$ cat src/rtl/buffer_seq.sv
// Fill/drain sequencer for the dual-port word buffer: loads N words from an upstream
// stream through port B, then replays them R times downstream through port A.
module buffer_seq #(
    parameter int WWORD = 32,
    parameter int DEPTH = 24,
    parameter int WREP  = 8
) (
    input  logic             clk,
    input  logic             rstn,
    input  logic             start,
    input  logic [11:0]      num_words,
    input  logic [WREP-1:0]  rep_cnt,
    input  logic             clear,
    input  logic             s_valid,
    output logic             s_ready,
    input  logic [WWORD-1:0] s_data,
    output logic             m_valid,
    input  logic             m_ready,
    output logic [WWORD-1:0] m_data,
    output logic             m_last,
    output logic             busy,
    output logic             done,
    output logic             cena,
    output logic [11:0]      aa,
    input  logic [WWORD-1:0] qa,
    output logic             cenb,
    output logic [11:0]      ab,
    output logic [WWORD-1:0] db
);

    localparam int WC = 12 + WREP;

    typedef enum logic [1:0] {S_IDLE, S_FILL, S_DRAIN} state_t;

    state_t           r_state;
    logic [11:0]      r_n;
    logic [11:0]      r_wr_ptr;
    logic [11:0]      r_rd_ptr;
    logic [WC-1:0]    r_total;
    logic [WC-1:0]    r_issued;
    logic [WC-1:0]    r_out_cnt;
    logic             r_inflight;
    logic [WWORD-1:0] r_fifo [2];
    logic             r_head;
    logic             r_tail;
    logic [1:0]       r_fifo_cnt;
    logic             r_done;

    logic [11:0]      w_n_eff;
    logic [WREP-1:0]  w_r_eff;
    logic [WC-1:0]    w_total;
    logic             w_wr;
    logic             w_pop;
    logic             w_issue;
    logic             w_last_pop;

    always_comb begin
        w_n_eff    = (num_words > 12'(DEPTH)) ? 12'(DEPTH) : num_words;
        w_r_eff    = (rep_cnt == '0) ? WREP'(1) : rep_cnt;
        w_total    = WC'(w_n_eff) * WC'(w_r_eff);

        // Writes and reads are suppressed in a clear cycle so an abort never touches the buffer.
        s_ready    = (r_state == S_FILL) && !clear;
        w_wr       = s_ready && s_valid;

        m_valid    = (r_fifo_cnt != 2'd0);
        m_data     = r_fifo[r_head];
        m_last     = m_valid && (r_out_cnt == r_total - WC'(1));
        w_pop      = m_valid && m_ready;
        w_last_pop = w_pop && m_last;

        // Issue only when the FIFO is guaranteed to have room for the word one cycle later.
        w_issue    = (r_state == S_DRAIN) && !clear && (r_issued < r_total) &&
                     (({1'b0, r_fifo_cnt} + {2'b0, r_inflight}) <= (3'd1 + {2'b0, w_pop}));

        cena       = !w_issue;
        aa         = w_issue ? r_rd_ptr : '0;
        cenb       = !w_wr;
        ab         = w_wr ? r_wr_ptr : '0;
        db         = w_wr ? s_data : '0;

        busy       = (r_state != S_IDLE);
        done       = r_done;
    end

    always_ff @(posedge clk or negedge rstn) begin
        if (!rstn) begin
            r_state    <= S_IDLE;
            r_n        <= '0;
            r_wr_ptr   <= '0;
            r_rd_ptr   <= '0;
            r_total    <= '0;
            r_issued   <= '0;
            r_out_cnt  <= '0;
            r_inflight <= 1'b0;
            r_head     <= 1'b0;
            r_tail     <= 1'b0;
            r_fifo_cnt <= '0;
            r_done     <= 1'b0;
            for (int unsigned i = 0; i < 2; i++) begin
                r_fifo[i] <= '0;
            end
        end else begin
            r_done <= 1'b0;
            if (clear) begin
                r_state    <= S_IDLE;
                r_wr_ptr   <= '0;
                r_rd_ptr   <= '0;
                r_issued   <= '0;
                r_out_cnt  <= '0;
                r_inflight <= 1'b0;
                r_head     <= 1'b0;
                r_tail     <= 1'b0;
                r_fifo_cnt <= '0;
            end else begin
                case (r_state)
                    S_IDLE: begin
                        if (start) begin
                            r_n       <= w_n_eff;
                            r_total   <= w_total;
                            r_wr_ptr  <= '0;
                            r_rd_ptr  <= '0;
                            r_issued  <= '0;
                            r_out_cnt <= '0;
                            if (w_n_eff == 12'd0) begin
                                r_done <= 1'b1;
                            end else begin
                                r_state <= S_FILL;
                            end
                        end
                    end

                    S_FILL: begin
                        if (w_wr) begin
                            r_wr_ptr <= r_wr_ptr + 12'd1;
                            if (r_wr_ptr == r_n - 12'd1) begin
                                r_state <= S_DRAIN;
                            end
                        end
                    end

                    S_DRAIN: begin
                        if (w_issue) begin
                            r_issued <= r_issued + WC'(1);
                            r_rd_ptr <= (r_rd_ptr == r_n - 12'd1) ? 12'd0 : r_rd_ptr + 12'd1;
                        end
                        r_inflight <= w_issue;
                        if (r_inflight) begin
                            r_fifo[r_tail] <= qa;
                            r_tail         <= ~r_tail;
                        end
                        if (w_pop) begin
                            r_head    <= ~r_head;
                            r_out_cnt <= r_out_cnt + WC'(1);
                        end
                        r_fifo_cnt <= r_fifo_cnt + {1'b0, r_inflight} - {1'b0, w_pop};
                        if (w_last_pop) begin
                            r_state    <= S_IDLE;
                            r_done     <= 1'b1;
                            r_wr_ptr   <= '0;
                            r_rd_ptr   <= '0;
                            r_issued   <= '0;
                            r_out_cnt  <= '0;
                            r_inflight <= 1'b0;
                            r_head     <= 1'b0;
                            r_tail     <= 1'b0;
                            r_fifo_cnt <= '0;
                        end
                    end

                    default: r_state <= S_IDLE;
                endcase
            end
        end
    end

endmodule

$ cat config.mk
export PLATFORM = sky130hd
export DESIGN_NAME = buffer_seq
export DESIGN_NICKNAME = d
export VERILOG_FILES = /design/src/rtl/buffer_seq.sv
export SDC_FILE = /design/constraint.sdc
export NUM_CORES = 1
export LEC_CHECK = 0
export CORE_ASPECT_RATIO = 1.5
export CORE_MARGIN = 8
export CORE_UTILIZATION = 50
export DETAILED_ROUTE_END_ITERATION = 6
export PLACE_DENSITY = 0.77
export SYNTH_ARGS = -nofsm -noshare
export SYNTH_HDL_FRONTEND = slang
export SYNTH_SLANG_ARGS = --single-unit
$ cat constraint.sdc
create_clock -name clk -period 8.2 [get_ports clk]
set_input_delay 0.82 -clock clk [delete_from_list [all_inputs] [get_ports clk]]
set_output_delay 0.82 -clock clk [all_outputs]
set_load 0.1 [all_outputs]
Yosys cells after proc, flatten, opt, wreduce, memory -nomap -nowiden
Cells that the tools add are included.

storage, ports and cells
  flip-flop bits (word level) = 168
  bits of input ports = 90
  output and inout port bits = 95
  word-level logic and storage cells = 134

operators by class
  add/sub/neg operators = 10
  multipliers = 1
  order comparisons = 6
  equality and inequality tests = 12
  muxes and demuxes = 56
  bitwise logic cells = 5
  reductions and logical operators = 30

operator list
  cell                     number
  $mux W32                 5
  $mux W20                 7
  $mux W12                 11
  $pmux W20 S2             2
  $bwmux W64               1
  $add A20 B1 Y20 const B  2
  $pmux W12 S3             1
  $demux W32 S1            1
  $add A12 B1 Y12 const B  2
  $eq A12 B12 Y1           2
  $pmux W12 S2             1
  $eq A20 B20 Y1           1
  $lt A20 B20 Y1           1
  $mul A12 B8 Y20          1
  $sub A20 B1 Y20 const B  1
  $mux W2                  9
  $mux W1                  15
  $gt A12 B5 Y1 const B    1
  $logic_not A12 Y1        1
  $ne A3 B3 Y1 const B     4
  $reduce_and A3 Y1        4
  $sub A12 B1 Y12 const B  1
  $logic_and A1 B1 Y1      9
  $reduce_bool A3 Y1       3
  24 further kinds         34

Depth between registers and ports, before layout
Gate-level depths: netlist of the first run.

  word-level depth = 9
  gate-level depth with buffers = 23

Worst setup path before layout of the first run
No wires, ideal clock.

  kind = register -> output
  from = register r_total[0]
  to = output port m_last
  arrival time = 5294 ps
  data required time = 7380 ps
  path slack = 2086 ps
  stages on the path, launching flop included = 11
  buffers on the path = 2
  path through = dfrtp_1 -> buf_2 -> inv_1 -> ha_1 -> buf_2 -> nor4b_1 -> nand4_1 -> or4b_2 -> o311ai_0 -> nor2_1 -> nor4bb_1

between the ends
  word-level cells in the longest chain between the ends = 3

ends and longest elaborated chain
  what                    line  text
  from (decl)             39    logic [WC-1:0] r_total;
  from (signal assigned)  120   r_total <= w_total;
  $sub A20 B1 Y20         68    m_last = m_valid && (r_out_cnt == r_total - WC'(1));
  $eq A20 B20 Y1          68
  $logic_and A1 B1 Y1     68
  to (decl)               20    output logic m_last,

No other way between the ends.

Final worst setup path of the first run
Same ends and word-level chain as after synthesis.

==> results of run 1 <==
==> synth_stat cells (4+ instances only) <==
cell type	count	area, um^2
sky130_fd_sc_hd__nor3_1	30	150.1
sky130_fd_sc_hd__fa_1	61	1221
sky130_fd_sc_hd__or4_1	7	52.55
sky130_fd_sc_hd__buf_1	8	30.03
sky130_fd_sc_hd__nor2_1	88	330.3
sky130_fd_sc_hd__nor4b_1	5	43.79
sky130_fd_sc_hd__mux2_2	102	1149
sky130_fd_sc_hd__o21ai_0	57	285.3
sky130_fd_sc_hd__o21a_1	6	45.04
sky130_fd_sc_hd__dfrtp_1	168	4204
sky130_fd_sc_hd__or2_2	7	43.79
sky130_fd_sc_hd__inv_1	137	514.2
sky130_fd_sc_hd__o22ai_1	9	56.30
sky130_fd_sc_hd__or3_1	18	112.6
sky130_fd_sc_hd__a211oi_1	7	52.55
sky130_fd_sc_hd__xnor2_1	55	481.7
sky130_fd_sc_hd__and2_1	14	87.58
sky130_fd_sc_hd__ha_1	70	875.8
sky130_fd_sc_hd__nand3_1	37	185.2
sky130_fd_sc_hd__nand2_1	75	281.5
sky130_fd_sc_hd__xor2_1	41	359.1
sky130_fd_sc_hd__nand2b_1	9	56.30
sky130_fd_sc_hd__a31oi_1	7	43.79
sky130_fd_sc_hd__a21oi_1	42	210.2
sky130_fd_sc_hd__buf_2	12	60.06
sky130_fd_sc_hd__nand4_1	32	200.2
sky130_fd_sc_hd__and3_1	72	450.4
sky130_fd_sc_hd__o211ai_1	6	45.04
sky130_fd_sc_hd__a21o_1	4	30.03
sky130_fd_sc_hd__nor4_1	14	87.58
sky130_fd_sc_hd__o31ai_1	8	60.06
sky130_fd_sc_hd__clkbuf_1	41	153.9
sky130_fd_sc_hd__mux2i_1	4	40.04
sky130_fd_sc_hd__nor2b_1	15	93.84
==> logic make-up (layout without fill, tap and decap cells) <==
family	count (synthesis)	in the layout	share of synthesized area, %
AO/OA/AOI/OAI	176	176	8.847
XOR/XNOR	96	96	6.620
adder cells (fa/ha/maj)	131	131	16.51
buffers and inverters	201	361	6.177
flip-flops	168	168	33.10
multiplexers	109	109	9.713
other	2	56	0.05913
AND/OR/NAND/NOR	446	446	18.97
==> sequential cells by signal, summed over array words and instances (netlist names) <==
signal / count
r_inflight: 1
r_n: 12
r_total: 20
r_rd_ptr: 12
r_head: 1
r_fifo_cnt: 2
r_state: 2
r_tail: 1
r_wr_ptr: 12
done: 1
r_out_cnt: 20
r_issued: 20
r_fifo: 64
==> worst register-to-register path, cell delays in order, from the launching register on <==
cell and delay (ns):
sky130_fd_sc_hd__dfrtp_1 0.54, sky130_fd_sc_hd__inv_1 0.19, sky130_fd_sc_hd__ha_1 0.38, sky130_fd_sc_hd__nor4b_1 0.50, sky130_fd_sc_hd__nand4_1 0.27, sky130_fd_sc_hd__or4b_2 0.67, sky130_fd_sc_hd__o311ai_0 0.16, sky130_fd_sc_hd__o22a_1 0.33
sky130_fd_sc_hd__a41o_2 0.84, sky130_fd_sc_hd__nor2_1 0.50, sky130_fd_sc_hd__a21o_1 0.28, sky130_fd_sc_hd__a32o_1 0.19
==> final cells by class <==
| type | instances | area, um^2 | area share, % |
|---|---|---|---|
| multi-input combinational | 1014 | 7915 | 51.07 |
| clock inverter | 13 | 110.1 | 0.7104 |
| inverter | 137 | 514.2 | 3.318 |
| timing repair buffer | 192 | 1903 | 12.28 |
| clock buffer | 19 | 442.9 | 2.858 |
| sequential | 168 | 4204 | 27.12 |
| tap | 328 | 410.4 | 2.648 |
==> metrics by stage <==
| stage | hold slack, ns | instances | instance area [um^2] |
|---|---|---|---|
| finish | 0.4374 | 1871 | 15500 |
| CTS | 0.4968 | 1871 | 15500 |
| floorplan | 0.4750 | 1383 | 12900 |
| global placement | 0.4820 | 1839 | 14950 |
| global route | 0.5138 | 1871 | 15500 |
| detailed placement | 0.4897 | 1839 | 14950 |
==> worst paths after layout <==
path | from | to | cells after the start
worst min register to register | r_fifo[10] | r_fifo[10] | 1
max in group asynchronous | rstn | r_fifo[34] | 2
worst min-delay path | rstn | r_n[11] | 1
worst max-delay path | r_total[0] | m_last | 10
min in group clk | r_fifo[10] | r_fifo[10] | 1
worst max register to register | r_total[0] | r_issued[4] | 11
==> layer usage <==
metal | global-route usage [%] | routed length (um) | up-vias
li1 | - | - | 4908
met1 | 23.58 | 12890 | 5019
met2 | 38.25 | 16740 | 328
met3 | 3.752 | 1768 | 48
met4 | 9.020 | 851 | 0
met5 | 0 | 0 | -
==> power by group <==
part	internal [W]	switching (W)
clock network	0.000404	0.000357
registers	0.000884	0.000103
logic	0.000563	0.000827
==> reports/results.ini, run 1 <==
[drt]
totalWireLength_mm = 32.26
via_count = 10300
drt_pre_antenna_iters = 4
ant_nets = 0
first_iter_violations = 486
routedWlPerCell_um = 17.24
vias_per_cell = 5.507
post-route-drc-count = 0

[logic_synthesis]
post_synth_cell_types = 75
syn-mean-instance-area_um2 = 9.557
post_synth_instance_area_mm2 = 0.01270
yosysWarnings = 0
synth-edff-count = 0
synth_seq_area_share_pct = 33.10
synthCells = 1329
postSynth.topFlopCell = sky130_fd_sc_hd__dfrtp_1
postSynth.asyncResetShare_pct = 100.0
ys_seq_elements = 168

[timing]
setup_viol_count_final = 0
maxSlewHeadroom_pct = 19.13
timing.fmax_mhz = 164.2
finalSetupTns_ns = 0
fin_crit_sh_pct = 74.27
final-max-slew-violation-count = 0
worstMarginPinSlew_ns = 1.209
clock-skew-final_ns = 0.009198
post-route-worst-setup-slack_ns = 2.110
fin_crit_ns = 6.090
rsz0062_at_grt = no
timing_hold_violations_final = 0

[layout]
drive_above_1_share_pct = 10.89
antennaDiodeCount = 0
mostFrequentLayoutCell = sky130_fd_sc_hd__clkdlybuf4s50_1
num-fill-cells = 2136
area_growth_pct = 22.04
final_nets = 1751
finalCoreUtilization_pct = 61.87
final_cell_mix = sky130_fd_sc_hd__clkdlybuf4s50_1, sky130_fd_sc_hd__dfrtp_1, sky130_fd_sc_hd__inv_1

[cts]
path_clk_slew_ns = 0.07
ctsResizeCount = 0
hold_buffers = 0
cts_max_level = 4
cts_sinks = 168
cts.root.buffer_cell = sky130_fd_sc_hd__clkbuf_16
clock_latency_ns = 0.43
postCtsSetupBuffers = 0
clock_tree_from_tritoncts = done
cts_max_path_buffers = 2
numCtsBuffers = 17

[critical_path]
worst-r2r-setup-slack_ns = 3.25
critical_path_buf_inv_count = 2
crit_slowest_cell = sky130_fd_sc_hd__clkdlybuf4s50_1
critical_path_class = flip-flop to output pin
crit_fanout = 10
worstSetupStartpointType = flip-flop
crit_chain = inv_1, ha_1, or4b_4, o41ai_1, xnor2_1, o22ai_1, nand2_1, nor3_1, nor4bb_1, clkdlybuf4s50_1
critPathRequiredTime_ns = 7.38
worst_path_largest_cell_delay_ns = 1.31
cp_data_arrival_time_ns = 5.27
critical_path.endpoint_type = output pin
cpLargestDelayFamily = simple AND/OR/NAND/NOR gates

[floorplanning]
fp.dieH_um = 211.2
die_w_um = 146.1
placementRows = 71
die-area_mm2 = 0.03086
design.portCount = 185
start_util_pct = 50.70
placeableCoreArea_mm2 = 0.02505

[place]
finalWeightedCongestion = 0.9028
buffer_ports.inserted = 184
preCtsSetupSlack_ns = 2.073
hpwl_mm = 25.23

[worst_hold_path]
min-delay-path-class = primary input to async pin

[run_status]
outcome = finished, final reports clean

[flow_run]
maxCapViolCount = 0

[grt]
global_route_wire_length_before_repair_mm = 53.00
antenna_violations_before_repair = 0
grt_util_all_layers_pct = 20.99
largest_net_degree_at_the_start_of_global_routing = 91
grt_pass1_vias = 10540
grt_remaining_overflow = 0

[power]
ir_worst_vdd_v = 0.0001716
power-per-cell-area_mw_per_mm2 = 202.4
fin_total_pwr_w = 0.003137
cellLeakagePower_nw = 7.183

No activity file was read; power rests on OpenSTA's default activity.
==> run 2, diff against run 1 <==
Clock period 8.2 ns to 5.7 ns, I/O delays scaled along.
==> reports/results.ini, run 2 (same netlist as run 1, synthesis figures left out) <==
[run_status]
outcome = finished, final reports clean

[critical_path]
cp_data_arrival_time_ns = 5.63
worstSetupStartpointType = primary input
critical_path.endpoint_type = flip-flop
r2r_start = r_total[0]
crit_path_frequent_cell = sky130_fd_sc_hd__fa_1
worst-r2r-setup-slack_ns = 1.35
worst_path_largest_cell_delay_ns = 0.54
crit_slowest_cell = sky130_fd_sc_hd__fa_1
crit_chain = clkdlybuf4s50_1, nor4_1, nand2_1, a21oi_1, buf_4, and3_1, fa_1, fa_1, fa_1, inv_1, fa_1, inv_1, ha_1, or3_1, o21ai_0, a211o_1, nand3_1, xnor2_1, mux2_2
r2r-end = r_rd_ptr[0]
worstRegToRegCells = 11
crit_fanout = 5
critPathRequiredTime_ns = 6.02
critical_path_class = primary input to flip-flop

[layout]
area_growth_pct = 23.30
finalInstanceArea_mm2 = 0.01566
finalCoreUtilization_pct = 62.51
final_nets = 1757
top_reg_by_flops = r_fifo
mostFrequentLayoutCell = sky130_fd_sc_hd__dfrtp_1
final_cell_mix = sky130_fd_sc_hd__dfrtp_1, sky130_fd_sc_hd__clkdlybuf4s50_1, sky130_fd_sc_hd__inv_1
antennaDiodeCount = 0
largest_reg_flops = 64
num-fill-cells = 2071
drive_above_1_share_pct = 12.65

[power]
ir_worst_vdd_v = 0.0002311
power-per-cell-area_mw_per_mm2 = 290.4
cellLeakagePower_nw = 7.304
fin_total_pwr_w = 0.004548

[place]
place_area_mm2 = 0.01507
hpwl_mm = 24.72
buffer_ports.inserted = 184
preCtsSetupSlack_ns = -0.1106
finalWeightedCongestion = 0.8888

[floorplanning]
fp.dieH_um = 211.2
placementRows = 71
start_util_pct = 50.70
die_w_um = 146.1
placeableCoreArea_mm2 = 0.02505
design.portCount = 185
die-area_mm2 = 0.03086

[drt]
totalWireLength_mm = 31.97
first_iter_violations = 483
routedWlPerCell_um = 17.03
ant_nets = 0
drt_pre_antenna_iters = 5
vias_per_cell = 5.578
via_count = 10470
post-route-drc-count = 0

[timing]
post-route-worst-setup-slack_ns = 0.3968
clock-skew-final_ns = 0.01261
final-max-slew-violation-count = 0
maxSlewHeadroom_pct = 17.34
worstMarginPinSlew_ns = 1.236
timing_hold_violations_final = 0
rsz0062_at_grt = no
fin_crit_ns = 5.303
setup_viol_count_final = 0
fin_crit_sh_pct = 93.04
timing.fmax_mhz = 188.6

[cts]
numCtsBuffers = 17
clock_latency_ns = 0.44
postCtsSetupBuffers = 0
clock_tree_from_tritoncts = done
cts.root.buffer_cell = sky130_fd_sc_hd__clkbuf_16
cts_sinks = 168
cts_max_level = 4
hold_buffers = 0
path_clk_slew_ns = 0.07
ctsResizeCount = 0
cts_max_path_buffers = 2

[worst_hold_path]
min-delay-path-class = primary input to async pin

[flow_run]
maxCapViolCount = 0

[grt]
largest_net_degree_at_the_start_of_global_routing = 104
grt_pass1_vias = 10930
global_route_wire_length_before_repair_mm = 53.47
antenna_violations_before_repair = 1
grt_util_all_layers_pct = 20.97
grt_remaining_overflow = 0

==> run 2: cell types whose count changed in the layout (fill, tap and decap cells not counted), moves of 2 or more <==
cell / delta
sky130_fd_sc_hd__clkinvlp_4: -2
sky130_fd_sc_hd__buf_4: +16
sky130_fd_sc_hd__buf_12: +10
sky130_fd_sc_hd__clkdlybuf4s50_1: -20
==> run 2: critical path, delay by kind of cell <==
family	cells	cell delay, ns
compound gates	3	0.65
xor+xnor	1	0.14
fa+ha+maj	5	2.27
buf+inv	4	0.69
mux	1	0.26
simple gates	5	1.03
==> run 2: routing by layer <==
metal / share of wire, % / vias to the layer above / track usage [%] / wire [um]
li1: - / 4940 / - / -
met1: 39 / 5130 / 22.90 / 12600
met2: 53 / 341 / 39.07 / 16810
met3: 5.4 / 59 / 4.310 / 1713
met4: 2.6 / 0 / 7.950 / 839
met5: 0 / - / 0 / 0
==> run 2: layout make-up <==
class	count	area, um^2	area share (%)
clock buffer	19	452.9	2.892
timing repair buffer	198	2023	12.92
tap	328	410.4	2.621
multi-input combinational	1014	7921	50.58
clock inverter	13	133.9	0.8549
sequential	168	4204	26.85
inverter	137	514.2	3.284
==> run 2: how the worst max path moves through the flow <==
stage	cells past startpoint	slack, ns	start	end
2_1_floorplan	13	-0.03	r_fifo_cnt[1]	aa[10]
4_1_cts	19	0.34	num_words[8]	r_total[12]
3_3_place_gp	19	0.05	num_words[8]	r_total[12]
6_report	19	0.40	num_words[8]	r_total[12]
5_1_grt	20	0.12	num_words[8]	r_total[13]
3_5_place_dp	19	-0.11	num_words[8]	r_total[12]
==> run 2: through the flow <==
step | cells | hold slack, ns | setup TNS (ns)
floorplan | 1383 | 0.2744 | -0.2879
global placement | 1845 | 0.4827 | 0
detailed placement | 1845 | 0.4899 | -0.1157
CTS | 1877 | 0.2770 | 0
global route | 1877 | 0.3257 | 0
finish | 1877 | 0.2301 | 0
==> run 2: power by group <==
| group | internal [W] | switching (W) | total [W] | leakage [nW] |
|---|---|---|---|---|
| Combinational | 0.000808 | 0.00118 | 0.00198 | 4.74 |
| Sequential | 0.00127 | 0.000147 | 0.00142 | 2.28 |
| Clock | 0.000637 | 0.000508 | 0.00115 | 0.285 |
==> run 3, diff against run 2 <==
Settings changed: ABC_AREA set to 1, CELL_PAD_IN_SITES_DETAIL_PLACEMENT set to 1, CELL_PAD_IN_SITES_GLOBAL_PLACEMENT set to 2, CORE_UTILIZATION 50 to 32, PLACE_DENSITY 0.77 to 0.85.
==> reports/results.ini, run 3 <==
[logic_synthesis]
synth.area.top_cells = sky130_fd_sc_hd__dfrtp_1, sky130_fd_sc_hd__nand2_1, sky130_fd_sc_hd__fa_1
synthCells = 1865
synth-edff-count = 0
yosysWarnings = 0
synth_common_cells = sky130_fd_sc_hd__nand2_1, sky130_fd_sc_hd__inv_1, sky130_fd_sc_hd__nor2_1, sky130_fd_sc_hd__dfrtp_1, sky130_fd_sc_hd__o21ai_0
post_synth_instance_area_mm2 = 0.01339
yosys_top_cell_area_share_pct = 31.40
postSynth.topFlopCell = sky130_fd_sc_hd__dfrtp_1
syn-mean-instance-area_um2 = 7.179
postSynth.asyncResetShare_pct = 100.0
post_synth_cell_types = 47
ys_seq_elements = 168
synth_top_area_cell = sky130_fd_sc_hd__dfrtp_1
yosys.cell_count.top_type = sky130_fd_sc_hd__nand2_1
synth_seq_area_share_pct = 31.40

[run_status]
outcome = finished, final reports clean

[layout]
drive_above_1_share_pct = 5.943
final_cell_mix = sky130_fd_sc_hd__nand2_1, sky130_fd_sc_hd__inv_1, sky130_fd_sc_hd__nor2_1
largest_reg_flops = 64
finalCoreUtilization_pct = 40.27
area_growth_pct = 25.32
final_nets = 2328
finalInstanceArea_mm2 = 0.01678
final_cell_count_no_fill = 2684
top_reg_by_flops = r_fifo
mostFrequentLayoutCell = sky130_fd_sc_hd__nand2_1
antennaDiodeCount = 0

[critical_path]
crit_path_frequent_cell = sky130_fd_sc_hd__fa_1
worst_path_largest_cell_delay_ns = 0.54
worst-r2r-setup-slack_ns = 2.03
crit_fanout = 6
crit_chain = clkdlybuf4s50_1, nor3_1, nand3b_1, nand2_1, inv_1, buf_4, buf_4, nand2_1, buf_4, nor2_1, fa_1, fa_1, inv_1, fa_1, fa_1, inv_1, ha_1, a21oi_1, o21ai_1, a21oi_1, o21ai_1, a21boi_0, xor2_1, o21ai_0
worstSetupStartpointType = primary input
critical_path.endpoint_type = flip-flop
cp_data_arrival_time_ns = 5.69
crit_slowest_cell = sky130_fd_sc_hd__fa_1
critPathRequiredTime_ns = 6.00
critical_path_class = primary input to flip-flop

[drt]
drt_pre_antenna_iters = 5
ant_nets = 0
first_iter_violations = 471
totalWireLength_mm = 43.84
vias_per_cell = 4.744
post-route-drc-count = 0
routedWlPerCell_um = 16.33
via_count = 12730

[floorplanning]
die-area_mm2 = 0.04878
fp.dieH_um = 266.5
die_w_um = 183.0
design.portCount = 185
placementRows = 92
start_util_pct = 32.13
placeableCoreArea_mm2 = 0.04167

[power]
ir_worst_vdd_v = 0.0001776
power-per-cell-area_mw_per_mm2 = 377.0
cellLeakagePower_nw = 8.410

[cts]
cts_sinks = 168
postCtsSetupBuffers = 0
cts.root.buffer_cell = sky130_fd_sc_hd__clkbuf_16
path_clk_slew_ns = 0.07
cts_max_path_buffers = 2
clock_tree_from_tritoncts = done
clock_latency_ns = 0.45
numCtsBuffers = 17
cts_max_level = 4

[timing]
finalSetupTns_ns = 0
fin_crit_sh_pct = 94.62
setup_viol_count_final = 0
fin_crit_ns = 5.393
rsz0062_at_grt = no
clock-skew-final_ns = 0.01108
worstMarginPinSlew_ns = 1.065
maxSlewHeadroom_pct = 28.78
final-max-slew-violation-count = 0
timing.fmax_mhz = 185.4
timing_hold_violations_final = 0
fin_hold_ws_ns = 0.04950

[worst_hold_path]
min-delay-path-class = primary input to async pin

[flow_run]
maxCapViolCount = 0

[place]
placed_cells = 2652
finalWeightedCongestion = 0.8291
hpwl_mm = 35.42
buffer_ports.inserted = 184
place_area_mm2 = 0.01615

[grt]
global_route_wire_length_before_repair_mm = 71.46
antenna_violations_before_repair = 0
largest_net_degree_at_the_start_of_global_routing = 65
grt_remaining_overflow = 0
grt_util_all_layers_pct = 18.29
grt_pass1_vias = 13870

-- run 3: cell count changes after synthesis, sizes merged, moves of 35 or more --
| cell | change |
|---|---|
| nand2 | +421 |
| and3 | -70 |
| nor2 | +143 |
| inv | +182 |
| o21ai | +87 |
| nand3 | +59 |
| mux2 | -105 |
| xnor2 | -35 |
-- run 3: final timing paths --
path                          startpoint     endpoint  depth (start not counted)
max                         num_words[2]  r_total[13]                         24
min in group clk              r_fifo[14]   r_fifo[14]                          2
min                                 rstn  r_rd_ptr[7]                          1
max reg2reg                r_fifo_cnt[1]  r_rd_ptr[3]                         13
max in group asynchronous           rstn    r_fifo[0]                          2
min reg2reg                   r_fifo[14]   r_fifo[14]                          2
-- run 3: layer usage --
layer | global-route usage (%) | share of wire [%] | vias to the layer above
li1 | - | - | 6245
met1 | 18.57 | 38 | 6258
met2 | 36.86 | 57 | 172
met3 | 2.684 | 2.6 | 58
met4 | 6.280 | 2.8 | 0
met5 | 0 | 0 | -
-- run 3: what timing repair did --
item / in CTS / in global routing
hold buffers: 0 / 0
resized for setup: 0 / 1
endpoints found under the setup margin: 0 / 1
-- run 3: logic make-up (layout without fill, tap and decap cells) --
kind of cell,count (synthesis),count (layout),share of synthesized area [%]
and+or+nand+nor,920,920,29.60
xor gates and xnor gates,68,68,4.448
other,2,56,0.05609
DFF,168,168,31.40
AOI/OAI and AO/OA,212,212,8.392
buffers and inverters,364,565,10.45
adders and majority gates,131,131,15.66
-- run 3: worst max-delay path: cells and delay by family --
family,cells,cell delay [ns]
xor+xnor,1,0.18
compound gates,6,1.07
simple gates,5,0.51
buf+inv,7,1.09
fa+ha+maj,5,2.24
-- run 3: area by class of cell --
type | count | area (um^2)
Inverter | 319 | 1197
Tap cell | 564 | 705.7
Multi-Input combinational cell | 1387 | 8004
Timing Repair Buffer | 214 | 2036
Sequential cell | 168 | 4204
Clock inverter | 14 | 203.9
Fill cell | 5324 | 24890
Clock buffer | 18 | 429.2
-- run 3: report_power, final --
group | internal (W) | total (W) | switching, W | leakage (nW)
clock | 0.000712 | 0.00127 | 0.000559 | 0.311
combinational | 0.00111 | 0.00350 | 0.00239 | 5.81
sequential | 0.00136 | 0.00155 | 0.000196 | 2.29
-- run 3: per-stage QoR --
step           setup WS (ns)  total power, W
4_1_cts               0.3056        0.006340
3_5_place_dp         -0.1677        0.005037
5_1_grt              0.03474        0.006840
6_report              0.3067        0.006326
3_3_place_gp         0.04315        0.004939
2_1_floorplan         0.1995        0.004084
